**src/rtl/reg_pipe_line.sv**
```systemverilog
// Parametrised register delay line with per-stage valid bits, advance enable and flush.
// Optional output register stage enabled by defining REG_PIPE_OUT_REG_EN.
module reg_pipe_line #(
    parameter int WIDTH = 8,
    parameter int DEPTH = 4
) (
    input  logic                         clk,
    input  logic                         rst,
    input  logic                         en,
    input  logic                         flush,
    input  logic                         in_valid,
    input  logic [WIDTH-1:0]             in_data,
    output logic                         out_valid,
    output logic [WIDTH-1:0]             out_data,
    output logic [WIDTH-1:0]             tap_data,
    output logic [$clog2(DEPTH+1)-1:0]   occupancy
);

    localparam int OCC_W = $clog2(DEPTH+1);

    logic [WIDTH-1:0] data_q [DEPTH];
    logic [DEPTH-1:0] vld_q;
    logic [OCC_W-1:0] occ_q;

    always_ff @(posedge clk) begin
        if (rst) begin
            for (int i = 0; i < DEPTH; i++) begin
                data_q[i] <= '0;
            end
            vld_q <= '0;
            occ_q <= '0;
        end else if (flush) begin
            // data is kept so a flushed pipe still shows its last word on out_data
            vld_q <= '0;
            occ_q <= '0;
        end else if (en) begin
            data_q[0] <= in_data;
            vld_q[0]  <= in_valid;
            for (int i = 1; i < DEPTH; i++) begin
                data_q[i] <= data_q[i-1];
                vld_q[i]  <= vld_q[i-1];
            end
            occ_q <= occ_q + OCC_W'(in_valid) - OCC_W'(vld_q[DEPTH-1]);
        end
    end

    assign tap_data  = data_q[0];
    assign occupancy = occ_q;

`ifdef REG_PIPE_OUT_REG_EN
    // output register reloads every edge, independent of en
    always_ff @(posedge clk) begin
        if (rst) begin
            out_data  <= '0;
            out_valid <= 1'b0;
        end else begin
            out_data  <= data_q[DEPTH-1];
            out_valid <= flush ? 1'b0 : vld_q[DEPTH-1];
        end
    end
`else
    assign out_data  = data_q[DEPTH-1];
    assign out_valid = vld_q[DEPTH-1];
`endif

endmodule

```
**config.mk**
```make
export PLATFORM = sky130hd
export DESIGN_NAME = reg_pipe_line
export DESIGN_NICKNAME = d
export VERILOG_FILES = /design/src/rtl/reg_pipe_line.sv
export SDC_FILE = /design/constraint.sdc
export NUM_CORES = 1
export LEC_CHECK = 0
export ABC_AREA = 0
export CAP_MARGIN = 20
export CORE_ASPECT_RATIO = 1.2
export CORE_MARGIN = 2
export CORE_UTILIZATION = 49
export DETAILED_ROUTE_END_ITERATION = 10
export PLACE_DENSITY = 0.82
export SYNTH_ARGS = -nofsm -noshare
export SYNTH_HDL_FRONTEND = slang
export SYNTH_SLANG_ARGS = --single-unit
```
**constraint.sdc**
```tcl
create_clock -name clk -period 2 [get_ports clk]
set_input_delay 0.2 -clock clk [delete_from_list [all_inputs] [get_ports clk]]
set_output_delay 0.2 -clock clk [all_outputs]
set_load 0.1 [all_outputs]
```
Word-level counts from Yosys, hierarchy flattened. Memories as Yosys holds them, arrays and structs flattened. Index checks and enable logic that the tools add are counted.

Add/subtract/negate cells: 2. Mux-type cells: 10. Bitwise logic cells: 4. Reductions and logical operators: 1.

Operator list (number): 8-bit 2-to-1 mux (4); 1-bit 2-to-1 mux (6); 1-bit bitwise OR (4); 3-bit by 1-bit adder with 3-bit output (1); 3-bit by 1-bit subtractor with 3-bit output (1); 2-bit OR reduction (1).

Bits in registers: 7. Memory bits (writable): 32. Input port bits: 13. Output and inout bits: 20. Word-level logic and storage cells: 20. Memories: 1.

Memories: data_q (words 4, bits a word 8, read ports 4, clocked after Yosys merged registers in 0, write ports 4, line 21) `logic [WIDTH-1:0] data_q [DEPTH];`.

Depth between registers and ports, before layout.
Word-level depth: 5. Gate-level depth with buffers: 9. Gate-level depth less buffers: 9.

Least setup slack after synthesis. Ideal clock, no wire load.

Kind: register -> register. Start: register occ_q[0], in the netlist occupancy[0]. End: register occ_q[2], in the netlist occupancy[2]. Setup time: 116 ps. Arrival: 2371 ps. Data required time: 1884 ps. Slack: -487 ps. Stages on the path, launching flop included: 10. Cells stage by stage: dfxtp_1 inv_1 ha_1 inv_1 ha_1 inv_1 fa_1 xor2_1 a211oi_2 a31o_1.

Word-level cells in the longest chain between the ends: 2.

RTL lines: start: declaration (line 23) `logic [OCC_W-1:0] occ_q;`; start signal: assignment (line 43) `occ_q <= occ_q + OCC_W'(in_valid) - OCC_W'(vld_q[DEPTH-1]);`; 3-bit by 1-bit adder with 3-bit output (line 43); 3-bit by 1-bit subtractor with 3-bit output (line 43).

No other way between the ends. A chain may end at the register's enable or synchronous reset.

Worst setup path in the final report. Ends and elaborated chain as after synthesis.

==> metrics list <==
- EDFF count, synth: 32
* Standard cell core area: 3028 µm²
- After synthesis the cells add up to roughly 1500 µm².
- Number of setup buffers added after CTS: 0
* Run status: finished, final reports clean
- HPWL reported at the end of detailed placement: between 1.5 and 2 mm
* # Max-Cap Violations: 0
- Total instance count after detailed placement: 168
- Clock skew on the completed layout was measured at 0.005859 ns.
- Setup violations remaining at the end of the flow were counted as 0.
- In the post-synthesis netlist, the biggest area contributors are sky130_fd_sc_hd__edfxtp_1 (62%), sky130_fd_sc_hd__and2_1 (13%), sky130_fd_sc_hd__dfxtp_1 (9.1%).
* Internal: between 0.001 and 0.0015 W
* Placement Setup Slack: 0.1366 ns
- Post-Syn Area per Cell: 15.00 µm²
* Leading register cell type out of synthesis: sky130_fd_sc_hd__edfxtp_1
* Share of the clock period used by the worst path after layout: 93.20%
- Crit Path Class: reg2reg
- Of the cells placed in the final design, the portion with a size suffix greater than 1 is between 20% and 30%.
* Routed vias: 846
- The analysis attributes to cell leakage a power of between 0.7 and 0.8 nW.
- Initial antenna violation count: 0
* Yosys reg bits: 39
- For this block, the routed nets add up to 2.272 mm of wire.
- Clock Path Buffers: 2
* Insertion delay to the later sink of the worst-skew pair: 0.33 ns
- For the pin with the worst max-slew slack, the measured transition is around 0.5 ns.
* Starting Density: between 50% and 60%
- Final estimated routing congestion in global placement: 0.6254
- Count of standard-cell rows: 22
- Synthesis produced a netlist whose cell count is roughly 100.
- Upper clock frequency limit: 536.5 MHz
- Critical path arrival: 2.09 ns
- In this run, post-CTS repair resized a total of 0 instances.
- Switching share of total power: between 20 and 30%
* Root buf cell: sky130_fd_sc_hd__clkbuf_4
* Dominant cell type by area after synthesis: sky130_fd_sc_hd__edfxtp_1
* Ports placed on the boundary: 33
* # diodes: 0
* Total number of nets in the final design: 155
- Across every metal layer, demand over resource in global routing totals between 10% and 20%.
- Class of the most critical hold timing path: reg2reg
- Fraction of power consumed by the clock network: 22.4%
- The floorplan step defined a die boundary enclosing roughly 3600 µm².
- First-pass GRT wire length: 3.712 mm
- Final critical delay including setup and external delays: between 1.5 and 2 ns
- Count of hold buffers inserted by post-cts repair: 0
* IO Port Bufs: 32
* Worst-path maximum fanout: 3
* Clock-pin slew reported for the worst setup and hold paths after clock tree synthesis: 0.10 ns
- Detailed router's first-iteration violation count: 15
- Number of global-route vias before repair: 849
- Sequential elements use 71.26% of the synthesized area.
- Synthesized Nets: 119
- The share of total power dissipated in combinational logic is 19.0%.
* Cells along the critical path: inv_2 > ha_1 > inv_1 > ha_1 > inv_1 > fa_1 > xor2_1 > a211oi_2 > a31o_1
* Reg2Reg Depth: 9
- TritonCTS built the clock tree.
* Fillers: roughly 230
* Critical Path Sink Type: register
- Summed over all layers, the global routing overflow is 0.
* Netlist cell types: 18
- After the flow finishes, the layout carries non-filler instances totaling 176.
* Area occupied by registers: 1109 µm²
* Sink count of the clock tree: 39
- Vert. Die Dim: 65.52 µm
- The area growth from synthesis to layout is 23.48%.
* DRT Pass-1 Iters: 3
- Synth async-reset ratio: 0%
- In the routed layout, each cell is associated on average with a via count of 4.807.
- After synthesis, the largest area contributor takes up between 60 and 70% of total cell area.
- The top cell types in the final layout, fill and taps aside, are sky130_fd_sc_hd__and2_1 (32), sky130_fd_sc_hd__edfxtp_1 (32), sky130_fd_sc_hd__buf_4 (21), sky130_fd_sc_hd__clkdlybuf4s50_1 (12), sky130_fd_sc_hd__nor2_1 (7).
* Number of design rule violations left after detail routing: 0
- In this run the remaining antenna-violating nets after routing total 0.
- On the final layout, the worst hold slack is approximately 0.5 ns.
- STA classifies the critical path startpoint as a register.
* Sequential share of power: 58.6%
- CP max stage delay: 0.37 ns
- Among all stages on the critical path, the largest delay is contributed by sky130_fd_sc_hd__dfxtp_4.
- Hold violation total from the final report: 0
- In the post-route analysis, the smallest setup slack over all paths is 0.1360 ns.
* Sum of negative setup slack: 0 ns
- Critical Path RT: 2.23 ns
- Maximum level of the CTS H-tree: 2
- Per-cell routed wire length: 12.91 µm
- Post-Route Utilization: 63.02%
- Net switching power: 0.0004689 W
- The die is 55.27 µm wide.
- Worst hold path stage count: 2
* Final Slew Violations: 0
- Setup repair after global routing left no endpoint under its margin.
* Max-slew headroom: 67.01%
* Power density normalized to cell area: between 800 and 900 nW/µm²
- Buffers inserted during clock tree synthesis total 5.
- The Yosys step of the flow raised 0 warnings.
* Area taken by multi-input logic gates: 391.6 µm²
- IR analysis of the VDD net gives a maximum drop of 0.5212 mV.
- Pin count of the biggest net entering global routing: 33
* Worst reg2reg setup slack: between 0.1 and 0.15 ns
[worst max-delay path: cells and delay by family, from the launching register on]
kind	cells	cell delay, ns
AO/OA/AOI/OAI	2	0.28
buffers and inverters	3	0.14
XOR/XNOR	1	0.21
flip-flops	1	0.37
adder cells (fa/ha/maj)	3	0.77
[final timing paths]
path | startpoint | end
min reg2reg | vld_q[1]$_SDFFE_PP0P_ | vld_q[1]$_SDFFE_PP0P_
max reg2reg | occupancy[0]$_SDFFE_PP0P_ | occupancy[2]$_SDFFE_PP0P_
max | occupancy[0]$_SDFFE_PP0P_ | occupancy[2]$_SDFFE_PP0P_
min | vld_q[1]$_SDFFE_PP0P_ | vld_q[1]$_SDFFE_PP0P_
[stage by stage]
stage | area (µm²) | power [W]
finish | 1908 | 0.001601
global route | 1908 | 0.001667
global placement | 1858 | 0.001253
detailed placement | 1858 | 0.001265
floorplan | 1553 | 0.001185
CTS | 1908 | 0.001618
[logic make-up after synthesis]
kind of cell    after synthesis  share of synthesized area, %
simple gates                 43                         16.76
flops                        39                         71.25
buf+inv                       9                         3.400
mux                           5                         3.239
compound gates                3                         1.863
fa+ha+maj                     3                         2.915
xor+xnor                      1                        0.5669
[registers in the layout (all words and copies together), names as in the netlist]
signal / count
occupancy: 3
data_q: 32
vld_q: 4
[layout make-up]
cell class | instances | area share (%)
repair buffers | 34 | 15.61
clock inverters | 1 | 0.2623
multi-input cells | 55 | 20.52
flip-flops and latches | 39 | 58.10
inverters | 4 | 0.7869
well taps | 36 | 2.361
clock buffers | 7 | 2.361
[power by group through the flow]
stage	sequential [W]	combinational (W)	clock (W)
floorplan	0.00114	0.0000488	0
detailed placement	0.000957	0.000308	0
global route	0.000943	0.000316	0.000408
CTS	0.000939	0.000308	0.000372
global placement	0.000953	0.000300	0
finish	0.000938	0.000305	0.000359
[cell usage after synthesis (all sizes together), types with 2 or more instances]
library cell,n
ha,2
mux2i,5
dfxtp,7
and2,32
a211oi,2
clkbuf,3
inv,4
nand2b,2
nor2,8
buf,2
edfxtp,32
[layer usage]
metal | global-route usage (%) | wire [µm] | vias to the layer above
met5 | 0 | 0 | -
met4 | 10.06 | 89 | 0
met3 | 4.528 | 112 | 9
met2 | 25.30 | 1229 | 25
met1 | 13.72 | 840 | 394
li1 | - | - | 418
No activity file was read; power rests on OpenSTA's default activity.
